### config.mk
export PLATFORM = sky130hd
export DESIGN_NAME = z16_fetch_unit
export DESIGN_NICKNAME = d
export VERILOG_FILES = /design/src/rtl/z16_pkg.sv /design/src/rtl/z16_fetch_fifo.sv /design/src/rtl/z16_fetch_unit.sv
export SDC_FILE = /design/constraint.sdc
export NUM_CORES = 1
export LEC_CHECK = 0
export ABC_AREA = 1
export BUFFER_PORTS_ARGS = -buffer_cell sky130_fd_sc_hd__buf_2
export CORE_UTILIZATION = 53
export DETAILED_ROUTE_END_ITERATION = 10
export GPL_TIMING_DRIVEN = 0
export PLACE_DENSITY = 0.89
export SLEW_MARGIN = 20
export SYNTH_ARGS = -nofsm -noshare
export SYNTH_HDL_FRONTEND = slang
export SYNTH_SLANG_ARGS = --single-unit
### constraint.sdc
create_clock -name i_clk -period 3.4 [get_ports i_clk]
set_input_delay 0.34 -clock i_clk [delete_from_list [all_inputs] [get_ports i_clk]]
set_output_delay 0.34 -clock i_clk [all_outputs]
set_load 0.03 [all_outputs]
### src/rtl/z16_pkg.sv
// Shared Z16 CPU definitions: datapath widths, PC increment and the fetch entry layout.
package z16_pkg;

  localparam int          Z16_XLEN        = 16;
  localparam int          Z16_INSTR_BYTES = 2;
  localparam logic [15:0] Z16_PC_INC      = 16'd2;

  typedef struct packed {
    logic [15:0] pc;
    logic [15:0] instr;
  } fetch_entry_t;

  localparam int Z16_ENTRY_W = $bits(fetch_entry_t);

  // Instructions are halfword aligned, so bit 0 of any fetch address is forced low.
  function automatic logic [15:0] z16_align(input logic [15:0] addr);
    return {addr[15:1], 1'b0};
  endfunction

endpackage

### src/rtl/z16_fetch_fifo.sv
// Small registered FIFO holding fetched {pc, instr} pairs between fetch and decode.
// The read data is taken straight from storage; masking of empty reads is left to the user.
module z16_fetch_fifo
  import z16_pkg::*;
#(
  parameter int DEPTH = 2
) (
  input  logic                          clk_i,
  input  logic                          rst_ni,
  input  logic                          push_i,
  input  logic                          pop_i,
  input  logic                          clear_i,
  input  logic [Z16_ENTRY_W-1:0]        data_i,
  output logic [Z16_ENTRY_W-1:0]        data_o,
  output logic [$clog2(DEPTH):0]        count_o,
  output logic                          full_o,
  output logic                          empty_o
);

  localparam int AW = $clog2(DEPTH);
  localparam int CW = AW + 1;

  fetch_entry_t   mem_q [DEPTH];
  logic [AW-1:0]  rd_ptr_q, rd_ptr_d;
  logic [AW-1:0]  wr_ptr_q, wr_ptr_d;
  logic [CW-1:0]  count_q, count_d;
  logic           do_push;
  logic           do_pop;

  assign full_o  = (count_q == CW'(DEPTH));
  assign empty_o = (count_q == '0);
  assign count_o = count_q;
  assign data_o  = mem_q[rd_ptr_q];

  // A pop frees the slot the concurrent push lands in when full, so push is allowed then.
  assign do_pop  = pop_i & ~empty_o;
  assign do_push = push_i & (~full_o | do_pop);

  // Next-state for pointers and occupancy; clear empties the FIFO outright.
  always_comb begin
    rd_ptr_d = rd_ptr_q;
    wr_ptr_d = wr_ptr_q;
    count_d  = count_q;
    if (clear_i) begin
      rd_ptr_d = '0;
      wr_ptr_d = '0;
      count_d  = '0;
    end else begin
      if (do_pop)  rd_ptr_d = rd_ptr_q + AW'(1);
      if (do_push) wr_ptr_d = wr_ptr_q + AW'(1);
      case ({do_push, do_pop})
        2'b10:   count_d = count_q + CW'(1);
        2'b01:   count_d = count_q - CW'(1);
        default: count_d = count_q;
      endcase
    end
  end

  // Control state register with synchronous active-low reset.
  always_ff @(posedge clk_i) begin
    if (!rst_ni) begin
      rd_ptr_q <= '0;
      wr_ptr_q <= '0;
      count_q  <= '0;
    end else begin
      rd_ptr_q <= rd_ptr_d;
      wr_ptr_q <= wr_ptr_d;
      count_q  <= count_d;
    end
  end

  // Entry storage; contents need no reset because occupancy gates their visibility.
  always_ff @(posedge clk_i) begin
    if (do_push && !clear_i) begin
      mem_q[wr_ptr_q] <= fetch_entry_t'(data_i);
    end
  end

endmodule

### src/rtl/z16_fetch_unit.sv
// Z16 instruction fetch: owns the PC, addresses the combinational instruction memory,
// queues {pc, instr} pairs for decode and handles flushing redirects from execute.
module z16_fetch_unit
  import z16_pkg::*;
#(
  parameter logic [15:0] RESET_PC = 16'h0000,
  parameter int          DEPTH    = 2
) (
  input  logic        i_clk,
  input  logic        i_rst_n,
  output logic [15:0] o_imem_addr,
  input  logic [15:0] i_imem_instr,
  output logic        o_valid,
  input  logic        i_ready,
  output logic [15:0] o_instr,
  output logic [15:0] o_pc,
  input  logic        i_redirect,
  input  logic [15:0] i_redirect_pc,
  output logic        o_misalign
);

  localparam int CW = $clog2(DEPTH) + 1;

  logic [15:0]             pc_q, pc_d;
  logic                    misalign_q, misalign_d;
  logic                    pop;
  logic                    push;
  logic [Z16_ENTRY_W-1:0]  fifo_wdata;
  logic [Z16_ENTRY_W-1:0]  fifo_rdata;
  logic [CW-1:0]           fifo_count;
  logic                    fifo_full;
  logic                    fifo_empty;
  fetch_entry_t            head;

  assign o_imem_addr = pc_q;
  assign o_misalign  = misalign_q;

  assign head    = fetch_entry_t'(fifo_rdata);
  assign o_valid = (fifo_count != '0);
  assign o_instr = fifo_empty ? 16'h0000 : head.instr;
  assign o_pc    = fifo_empty ? 16'h0000 : head.pc;

  // A redirect both suppresses the fetch and flushes the queue; any same-cycle pop is moot.
  assign pop        = o_valid & i_ready;
  assign push       = ~i_redirect & (~fifo_full | pop);
  assign fifo_wdata = {pc_q, i_imem_instr};

  // Next PC: redirect target wins, otherwise advance only when the fetched word is queued.
  always_comb begin
    pc_d       = pc_q;
    misalign_d = i_redirect & i_redirect_pc[0];
    if (i_redirect) begin
      pc_d = z16_align(i_redirect_pc);
    end else if (push) begin
      pc_d = pc_q + Z16_PC_INC;
    end
  end

  // PC and misalignment flag registers; reset overrides redirect and backpressure.
  always_ff @(posedge i_clk) begin
    if (!i_rst_n) begin
      pc_q       <= RESET_PC;
      misalign_q <= 1'b0;
    end else begin
      pc_q       <= pc_d;
      misalign_q <= misalign_d;
    end
  end

  z16_fetch_fifo #(
    .DEPTH (DEPTH)
  ) u_fifo (
    .clk_i   (i_clk),
    .rst_ni  (i_rst_n),
    .push_i  (push),
    .pop_i   (pop),
    .clear_i (i_redirect),
    .data_i  (fifo_wdata),
    .data_o  (fifo_rdata),
    .count_o (fifo_count),
    .full_o  (fifo_full),
    .empty_o (fifo_empty)
  );

endmodule

==> qor.yml, run 1 <==
status:
  status: "complete, but fails checks"
  violations: "DRC"
logic_synthesis:
  synth_top_area_share_pct: 51.83
  synth_xor_area_share_pct: 0.9753
  synthMuxAreaShare_pct: 0
  synth.most_common_cell: "nand2_1"
  synthTopCellsByCount: "nand2_1 (112), edfxtp_1 (62), a21oi_1 (42)"
  synthSimpleGateAreaFrac_pct: 20.13
  yosysWarnings: 0
  syn_avg_cell_area_um2: 9.923
  synthAdderAreaFrac_pct: 0.6966
  synth_compound_area_share_pct: 9.753
  synth_top_family_by_area: "simple AND/OR/NAND/NOR gates"
  synth_ff_type: "edfxtp_1"
  synthTopCellsByArea: "edfxtp_1 (52%), dfxtp_1 (12%), nand2_1 (12%), a21oi_1 (5.9%), inv_1 (2.6%)"
  yosysTopAreaCell: "edfxtp_1"
  synthCells: 362
  yosysUniqueCellTypes: 32
  ys_ff_latch: 83
  synth_edf_count: 62
  synth_seq_area_share_pct: 63.53
  synthArstFlopShare_pct: 0
  syn_area_um2: 3592
timing:
  fmax_ghz: 0.4533
  hold_viol_final: 0
  rsz0062_at_grt: "no"
  relSlewSlack_pct: 60.92
  clock_skew_ps: 12.28
  worst_pin_slew_ps: 586.2
  fin_tns_setup_ps: 0
  setup_violations: 0
  fin_crit_ps: 2206
  final_max_slew_viol_count: 0
  finalCritPeriodShare_pct: 64.88
clocking:
  clk_latency_ps: 350
  h-tree-depth: 3
  cts.clk_slew.worst_paths_ps: 80
  post-cts-setup-buffers: 0
  postCtsResizedCells: 0
  clk_root_buffer_cell: "clkbuf_8"
  cts_num_sinks: 83
  clockBufferDepth: 2
  cts_tree: "built"
  numCtsBuffers: 9
  cts.hold.buffers_added: 0
finish:
  nFillCells: 517
  areaGrowthSynthToFinish_pct: 21.32
  final_layout_size_suffix_gt1_share_pct: 27.00
  layoutNonFillerInstCount: 540
  fin_nets: 496
  diodes: 0
global_route:
  grt_start_max_net_pins: 19
  antenna_found_initial: 0
  grt-ovfl-total: 0
  grt_use_met1_pct: 27.12
  busiest_layer: "met2"
  grtUsageMet3_pct: 5.310
  track_usage_pct: 23.03
  grt_pass1_wl_um: 12520
  grt_pass1_vias: 2746
  met2_usage_pct: 40.69
pwr:
  comb_power_share_pct: 11.8
  seqPwrFrac_pct: 56.2
  switching_share_pct: 25.49
  switchingPower_uw: 531.6
  p_leak_nw: 1.815
  vdd_drop_max_v: 0.0002322
  p_per_area_nw_per_um2: 478.5
  power_frac_clock_pct: 32.0
  p_int_mw: 1.554
critical_path:
  cp.arrival_ps: 1870
  crit_required_ps: 3060
  cp_top_family: "buffers and inverters"
  slowest_stage: "clkbuf_1"
  slowest_delay_ps: 450
  crit_type: "reg2out"
  startpoint_type: "register"
  crit_fanout: 10
  critPathBufInv: 2
  crit_chain: "nor2_1 > clkbuf_1 > a21oi_1 > buf_2"
  cp-end-kind: "output port"
floorplan:
  ios: 86
  dieArea_um2: 7111
  core_um2: 6459
  die_h_um: 84.33
  rows: 29
  initial_utilization_pct: 55.62
  dieWidth_um: 84.33
placed_design:
  placed_cells_incl_taps: 524
  gp_congestion: 0.8710
  port_buffers: 82
  dpl.hpwl_um: 5612
worst_hold_path:
  hp-class: "in2reg"
routing:
  drc: 9
  ant_nets: 0
  drt-pass1-iter-count: 9
  wl_per_cell_um: 14.57
  viasPerCell: 5.252
  vias: 2836
  drt_wl_total_um: 7867
  drtIter0Drc: 173
flow_run:
  maxCapViolCount: 0
[power groups by stage]
stage | combinational (mW) | clock, mW | sequential, mW
global placement | 0.227 | 0 | 1.19
CTS | 0.247 | 0.678 | 1.17
detailed placement | 0.246 | 0 | 1.19
floorplan | 0.137 | 0 | 1.21
global route | 0.267 | 0.724 | 1.18
finish | 0.246 | 0.668 | 1.17
[worst paths after layout]
kind | start | cells past startpoint | endpoint | slack, ps
worst min register to register | o_imem_addr[12] | 0 | u_fifo.mem_q[1][28] | 520
worst max-delay path | u_fifo.count_o[0] | 4 | o_pc[5] | 1190
worst min-delay path | i_imem_instr[7] | 1 | u_fifo.mem_q[0][7] | 170
worst max register to register | u_fifo.count_o[0] | 5 | u_fifo.count_o[0] | 1680
[sequential cells by signal (all words and copies together) (netlist names), named ones only]
register         count
u_fifo.mem_q        62
o_imem_addr         15
u_fifo.count_o       2
o_misalign           1
u_fifo.rd_ptr_q      1
u_fifo.wr_ptr_q      1
[layout make-up]
type                            count  area [µm²]  area share (%)
Clock buffer                       11       131.4           3.015
Timing Repair Buffer               84       465.4           10.68
Buffer                             14       62.56           1.436
Multi-Input combinational cell    238        1156           26.53
Sequential cell                    83        2282           52.37
Clock inverter                      5       53.80           1.235
Inverter                           28       110.1           2.527
Tap cell                           77       96.34           2.211
[logic make-up after synthesis]
family / count (synthesis)
simple gates: 168
flops: 83
compound gates: 62
buf+inv: 42
xor+xnor: 4
fa+ha+maj: 2
other cells: 1
[per-stage QoR]
| step | power (mW) | hold slack, ps | util (%) | worst slack, ps | instance area, µm² |
|---|---|---|---|---|---|
| floorplan | 1.345 | 438.9 | - | 915.4 | 3596 |
| global placement | 1.420 | 468.4 | 63.52 | 219.2 | 4103 |
| detailed placement | 1.440 | 503.1 | 64.61 | 1609 | 4173 |
| CTS | 2.096 | 164.7 | 67.47 | 1219 | 4358 |
| global route | 2.167 | 157.3 | 67.47 | 1103 | 4358 |
| finish | 2.085 | 173.7 | 67.47 | 1194 | 4358 |
[layer usage]
layer / share of wire (%) / vias up
li1: - / 1403
met1: 42 / 1317
met2: 51 / 102
met3: 5.3 / 14
met4: 1.5 / 0
met5: 0 / -
[placed cells by master, fill, tap and decap left out, types with 3 or more instances in the layout]
cell type / n
a21oi_2: 3
nor2_1: 21
nand3_1: 14
nand4_1: 3
o21ai_0: 3
nor2_4: 3
a21oi_1: 42
buf_2: 84
inv_1: 25
a31oi_1: 5
edfxtp_1: 62
o21ai_2: 6
nand2_1: 112
clkbuf_8: 9
xor2_1: 3
dfxtp_1: 21
nor3_1: 3
clkbuf_1: 11
o21ai_1: 3
No activity file was read; power rests on OpenSTA's default activity.
==> run 2: changes to the inputs <==
==> constraint.sdc (replaced) <==
create_clock -name i_clk -period 2.2 [get_ports i_clk]
set_input_delay 0.22 -clock i_clk [delete_from_list [all_inputs] [get_ports i_clk]]
set_output_delay 0.22 -clock i_clk [all_outputs]
set_load 0.03 [all_outputs]
==> run 2 against run 1 <==
Against the previous run: the flow still finishes with violations (DRC); register-to-register slack worse by 1300 ps; setup slack worse by 1100 ps; wire length down 0.60%; die area stayed put; combinational power rose by 54%; flip-flop and latch count is the same; non-clock buffer count unchanged; sequential share of layout area is 0.39 points lower; worst hold slack got worse by 110 ps; via count increased by 0.92%; final cell count did not move; count of clock-buffer cells in the layout is 1 lower; critical path type unchanged; highest routed layer unchanged.
==> qor.yml, run 2 (synthesized netlist as in run 1, its figures left out) <==
routing:
  drtIter0Drc: 129
  drt_wl_total_um: 7820
  ant_nets: 0
  vias: 2862
  drt-pass1-iter-count: 8
  drc: 16
  wl_per_cell_um: 14.48
  viasPerCell: 5.300
critical_path:
  crit_type: "reg2out"
  crit_chain: "nor2_1 > clkbuf_1 > a21oi_1 > buf_2"
  slowest_stage: "nor2_1"
  worstSetupStartpoint: "u_fifo.count_o[0]"
  crit_cells: 4
  r2r_setup_slack_ps: 400
  critPathBufInv: 2
  r2r-end: "u_fifo.count_o[1]"
  cp.arrival_ps: 1840
  crit_required_ps: 1980
  cp-end-kind: "output port"
  crit_fanout: 10
  r2r-start: "u_fifo.count_o[0]"
  startpoint_type: "register"
  endpoint: "o_pc[6]"
  reg2reg_depth: 8
  cp_top_family: "buffers and inverters"
  slowest_delay_ps: 400
clocking:
  clockBufferDepth: 2
  numCtsBuffers: 9
  cts_tree: "built"
  clk_root_buffer_cell: "clkbuf_8"
  cts.clk_slew.worst_paths_ps: 80
  h-tree-depth: 3
  post-cts-setup-buffers: 0
  cts_num_sinks: 83
  clk_latency_ps: 330
floorplan:
  dieArea_um2: 7111
  dieWidth_um: 84.33
  core_um2: 6459
  die_h_um: 84.33
  initial_utilization_pct: 55.62
  ios: 86
  rows: 29
finish:
  largest_register: "u_fifo.mem_q"
  diodes: 0
  final_layout_size_suffix_gt1_share_pct: 27.43
  largest_register_ffs: 62
  areaGrowthSynthToFinish_pct: 22.22
  fin_nets: 496
  final_area_um2: 4390
  nFillCells: 501
  final_common_cell: "nand2_1"
  layoutNonFillerInstCount: 540
  final_cell_mix: "nand2_1 (112), buf_2 (84), edfxtp_1 (62)"
timing:
  relSlewSlack_pct: 61.35
  finalCritPeriodShare_pct: 93.85
  rsz0062_at_grt: "no"
  fin_crit_ps: 2065
  worst_pin_slew_ps: 579.7
  final.setup.worst_slack_ps: 135.4
  fin_tns_setup_ps: 0
  final_max_slew_viol_count: 0
  clock_skew_ps: 12.40
  fmax_ghz: 0.4844
  setup_violations: 0
  hold_viol_final: 0
global_route:
  antenna_found_initial: 0
  grt_use_met1_pct: 27.39
  grt_pass1_wl_um: 12470
  grt_pass1_vias: 2717
  grtUsageMet3_pct: 4.031
  track_usage_pct: 22.58
  busiest_layer: "met2"
  grt_start_max_net_pins: 21
  met2_usage_pct: 40.31
  grt-ovfl-total: 0
pwr:
  p_leak_nw: 1.835
  p_per_area_nw_per_um2: 762.9
  vdd_drop_max_v: 0.0003398
placed_design:
  port_buffers: 82
  placed_cells_incl_taps: 524
  dpl.hpwl_um: 5557
  place_area_um2: 4173
  gp_congestion: 0.8882
  place_ws_ps: 393.4
status:
  status: "complete, but fails checks"
  violations: "DRC"
flow_run:
  maxCapViolCount: 0
worst_hold_path:
  hp-class: "in2reg"
## run 2: cell count changes in the layout (fill, tap and decap cells not counted), sizes merged
cell      change
bufinv        +1
clkbuf        -1
clkinvlp      -1
inv           +1
## run 2: where the power goes
part | switching, mW | total (mW) | internal (mW)
registers | 0.0494 | 1.81 | 1.76
clock network | 0.519 | 1.16 | 0.642
logic | 0.257 | 0.378 | 0.120
## run 2: how the worst min path moves through the flow
stage               cells past startpoint                  end  slack, ps        startpoint
floorplan                               0   u_fifo.mem_q[0][0]        320   i_imem_instr[0]
global placement                        1   u_fifo.mem_q[0][6]        410   i_imem_instr[6]
detailed placement                      1  u_fifo.mem_q[0][12]        410  i_imem_instr[12]
CTS                                     1  u_fifo.mem_q[1][12]         60  i_imem_instr[12]
global route                            1  u_fifo.mem_q[1][10]         60  i_imem_instr[10]
finish                                  1   u_fifo.mem_q[0][2]         70   i_imem_instr[2]
## run 2: area by class of cell
| type | instances | area (µm²) | share of cell area (%) |
|---|---|---|---|
| timing repair buffer | 84 | 465.4 | 10.60 |
| inverter | 28 | 110.1 | 2.508 |
| sequential | 83 | 2282 | 51.98 |
| clock buffer | 10 | 127.6 | 2.907 |
| clock inverter | 6 | 88.84 | 2.023 |
| buffer | 14 | 63.81 | 1.453 |
| tap | 77 | 96.34 | 2.194 |
| multi-input combinational | 238 | 1156 | 26.33 |
## run 2: what timing repair did
action | in CTS | in global routing
endpoints found under the setup margin | 0 | 1
resized for setup | 0 | 2
hold buffers | 0 | 0
## run 2: routing by layer
layer	up-vias	share of wire [%]
met5	-	0
met4	0	1.2
met3	9	7.7
met2	125	50
met1	1319	41
li1	1409	-
## run 2: through the flow
stage	power [mW]	utilization (%)	hold WS (ps)
2_1_floorplan	2.079	-	318.9
3_3_place_gp	2.193	63.60	409.5
3_5_place_dp	2.224	64.61	411.7
4_1_cts	3.362	67.96	58.26
5_1_grt	3.475	67.98	55.28
6_report	3.349	67.98	67.98
==> run 3: changes to the inputs <==
--- a/config.mk
+++ b/config.mk
@@ -10,7 +10,7 @@
 export CORE_UTILIZATION = 53
 export DETAILED_ROUTE_END_ITERATION = 10
 export GPL_TIMING_DRIVEN = 0
-export PLACE_DENSITY = 0.89
+export PLACE_DENSITY = 0.79
 export SLEW_MARGIN = 20
 export SYNTH_ARGS = -nofsm -noshare
 export SYNTH_HDL_FRONTEND = slang
==> run 3 against run 2 <==
Against the previous run: the run still ends with DRC left; sequential power about the same; clock power decreased by 11%; clock skew decreased by 3.8 ps.
==> qor.yml, run 3 (synthesized netlist as in run 1, its figures left out) <==
finish:
  areaGrowthSynthToFinish_pct: 21.39
  fin_nets: 496
  multi_input_area_um2: 1156
  diodes: 0
  register_area_um2: 2282
  final_layout_size_suffix_gt1_share_pct: 27.65
  nFillCells: 514
  final_area_um2: 4360
  final_cell_mix: "nand2_1 (112), buf_2 (84), edfxtp_1 (62)"
  largest_register: "u_fifo.mem_q"
  final_common_cell: "nand2_1"
  largest_register_ffs: 62
  post-route-util_pct: 67.51
  layoutNonFillerInstCount: 540
flow_run:
  maxCapViolCount: 0
timing:
  hold_viol_final: 0
  final_max_slew_viol_count: 0
  worst_pin_slew_ps: 551.5
  clock_skew_ps: 8.631
  setup_violations: 0
  finalCritPeriodShare_pct: 91.41
  fin_crit_ps: 2011
  rsz0062_at_grt: "no"
  fin_tns_setup_ps: 0
  relSlewSlack_pct: 63.23
  final.setup.worst_slack_ps: 188.9
  fmax_ghz: 0.4972
  whs_ps: 63.22
critical_path:
  reg2reg_depth: 5
  worstSetupStartpoint: "u_fifo.count_o[0]"
  r2r_setup_slack_ps: 450
  cp.arrival_ps: 1790
  crit_chain: "nor2_1 > clkbuf_1 > a21oi_1 > buf_2"
  startpoint_type: "register"
  cp-end-kind: "output port"
  r2r-start: "u_fifo.count_o[0]"
  crit_type: "reg2out"
  crit_fanout: 10
  endpoint: "o_instr[5]"
  slowest_delay_ps: 400
  slowest_stage: "nor2_1"
  r2r-end: "u_fifo.count_o[0]"
  crit_required_ps: 1980
clocking:
  clockBufferDepth: 2
  h-tree-depth: 3
  cts_num_sinks: 83
  cts_tree: "built"
  cts.clk_slew.worst_paths_ps: 80
  numCtsBuffers: 9
  clk_latency_ps: 340
  clk_root_buffer_cell: "clkbuf_8"
routing:
  drt-pass1-iter-count: 8
  drc: 17
  vias: 2841
  drtIter0Drc: 201
  ant_nets: 0
  viasPerCell: 5.261
  drt_wl_total_um: 7439
  wl_per_cell_um: 13.78
pwr:
  comb_power_share_pct: 11.6
  vdd_drop_max_v: 0.0003094
  switching_share_pct: 25.21
  p_leak_nw: 1.830
  p_per_area_nw_per_um2: 737.0
  seqPwrFrac_pct: 56.3
  power_frac_clock_pct: 32.0
  switchingPower_uw: 810.0
  power_mw: 3.214
  p_int_mw: 2.404
floorplan:
  rows: 29
  die_h_um: 84.33
  ios: 86
  dieArea_um2: 7111
  dieWidth_um: 84.33
  core_um2: 6459
  initial_utilization_pct: 55.62
placed_design:
  place_ws_ps: 481.1
  placed_cells_incl_taps: 524
  port_buffers: 82
  place_area_um2: 4173
  dpl.hpwl_um: 5347
  gp_congestion: 0.9069
worst_hold_path:
  hold_start: "i_imem_instr[6]"
  hp-class: "in2reg"
global_route:
  grt_pass1_wl_um: 11870
  antenna_found_initial: 0
  grt_pass1_vias: 2618
  grt-ovfl-total: 0
  grt_start_max_net_pins: 23
  track_usage_pct: 21.72
status:
  violations: "DRC"
  status: "complete, but fails checks"
==> run 3: changes by cell type in the layout (fill, tap and decap cells not counted) <==
cell,previous run,this run
bufinv_16,2,1
clkbuf_2,1,2
clkinv_1,1,0
clkinv_2,0,3
clkinvlp_4,1,0
inv_6,2,1
==> run 3: per-layer routing <==
layer / wire length (µm) / up-vias / GRT usage [%]
met5: 0 / - / 0
met4: 102 / 0 / 8.621
met3: 624 / 13 / 4.326
met2: 3605 / 133 / 37.26
met1: 3106 / 1292 / 27.21
li1: - / 1403 / -
==> run 3: worst min-delay path by stage <==
stage | end | slack [ps] | cells past startpoint
after global placement | u_fifo.mem_q[0][5] | 410 | 1
after detailed placement | u_fifo.mem_q[0][6] | 410 | 1
after global routing | u_fifo.mem_q[1][11] | 40 | 1
after CTS | u_fifo.mem_q[0][6] | 50 | 1
final | u_fifo.mem_q[1][6] | 60 | 1
after floorplan | u_fifo.mem_q[0][0] | 320 | 0
==> run 3: worst max-delay path: cells and delay by family (launching register included) <==
kind,cells,cell delay [ps]
buffers and inverters,2,600
and+or+nand+nor,1,400
DFF,1,360
AOI/OAI and AO/OA,1,90
==> run 3: power groups by stage <==
stage	clock network (mW)	logic [mW]	registers [mW]
after floorplan	0	0.212	1.87
after global placement	0	0.352	1.84
after detailed placement	0	0.375	1.85
after CTS	1.04	0.377	1.81
after global routing	1.12	0.408	1.82
final	1.03	0.374	1.81
==> run 3: cell type report <==
type	count	share of cell area, %
multi-input cells	238	26.51
well taps	77	2.209
repair buffers	84	10.67
flip-flops and latches	83	52.34
plain buffers	14	1.492
clock inverters	5	1.234
clock buffers	11	3.013
inverters	28	2.525
==> run 3: what timing repair did <==
action,CTS,global route
gates resized for setup,0,4
hold buffers,0,0
buffers inserted,0,0
endpoints found under the setup margin,0,4
endpoints found under the hold margin,0,0
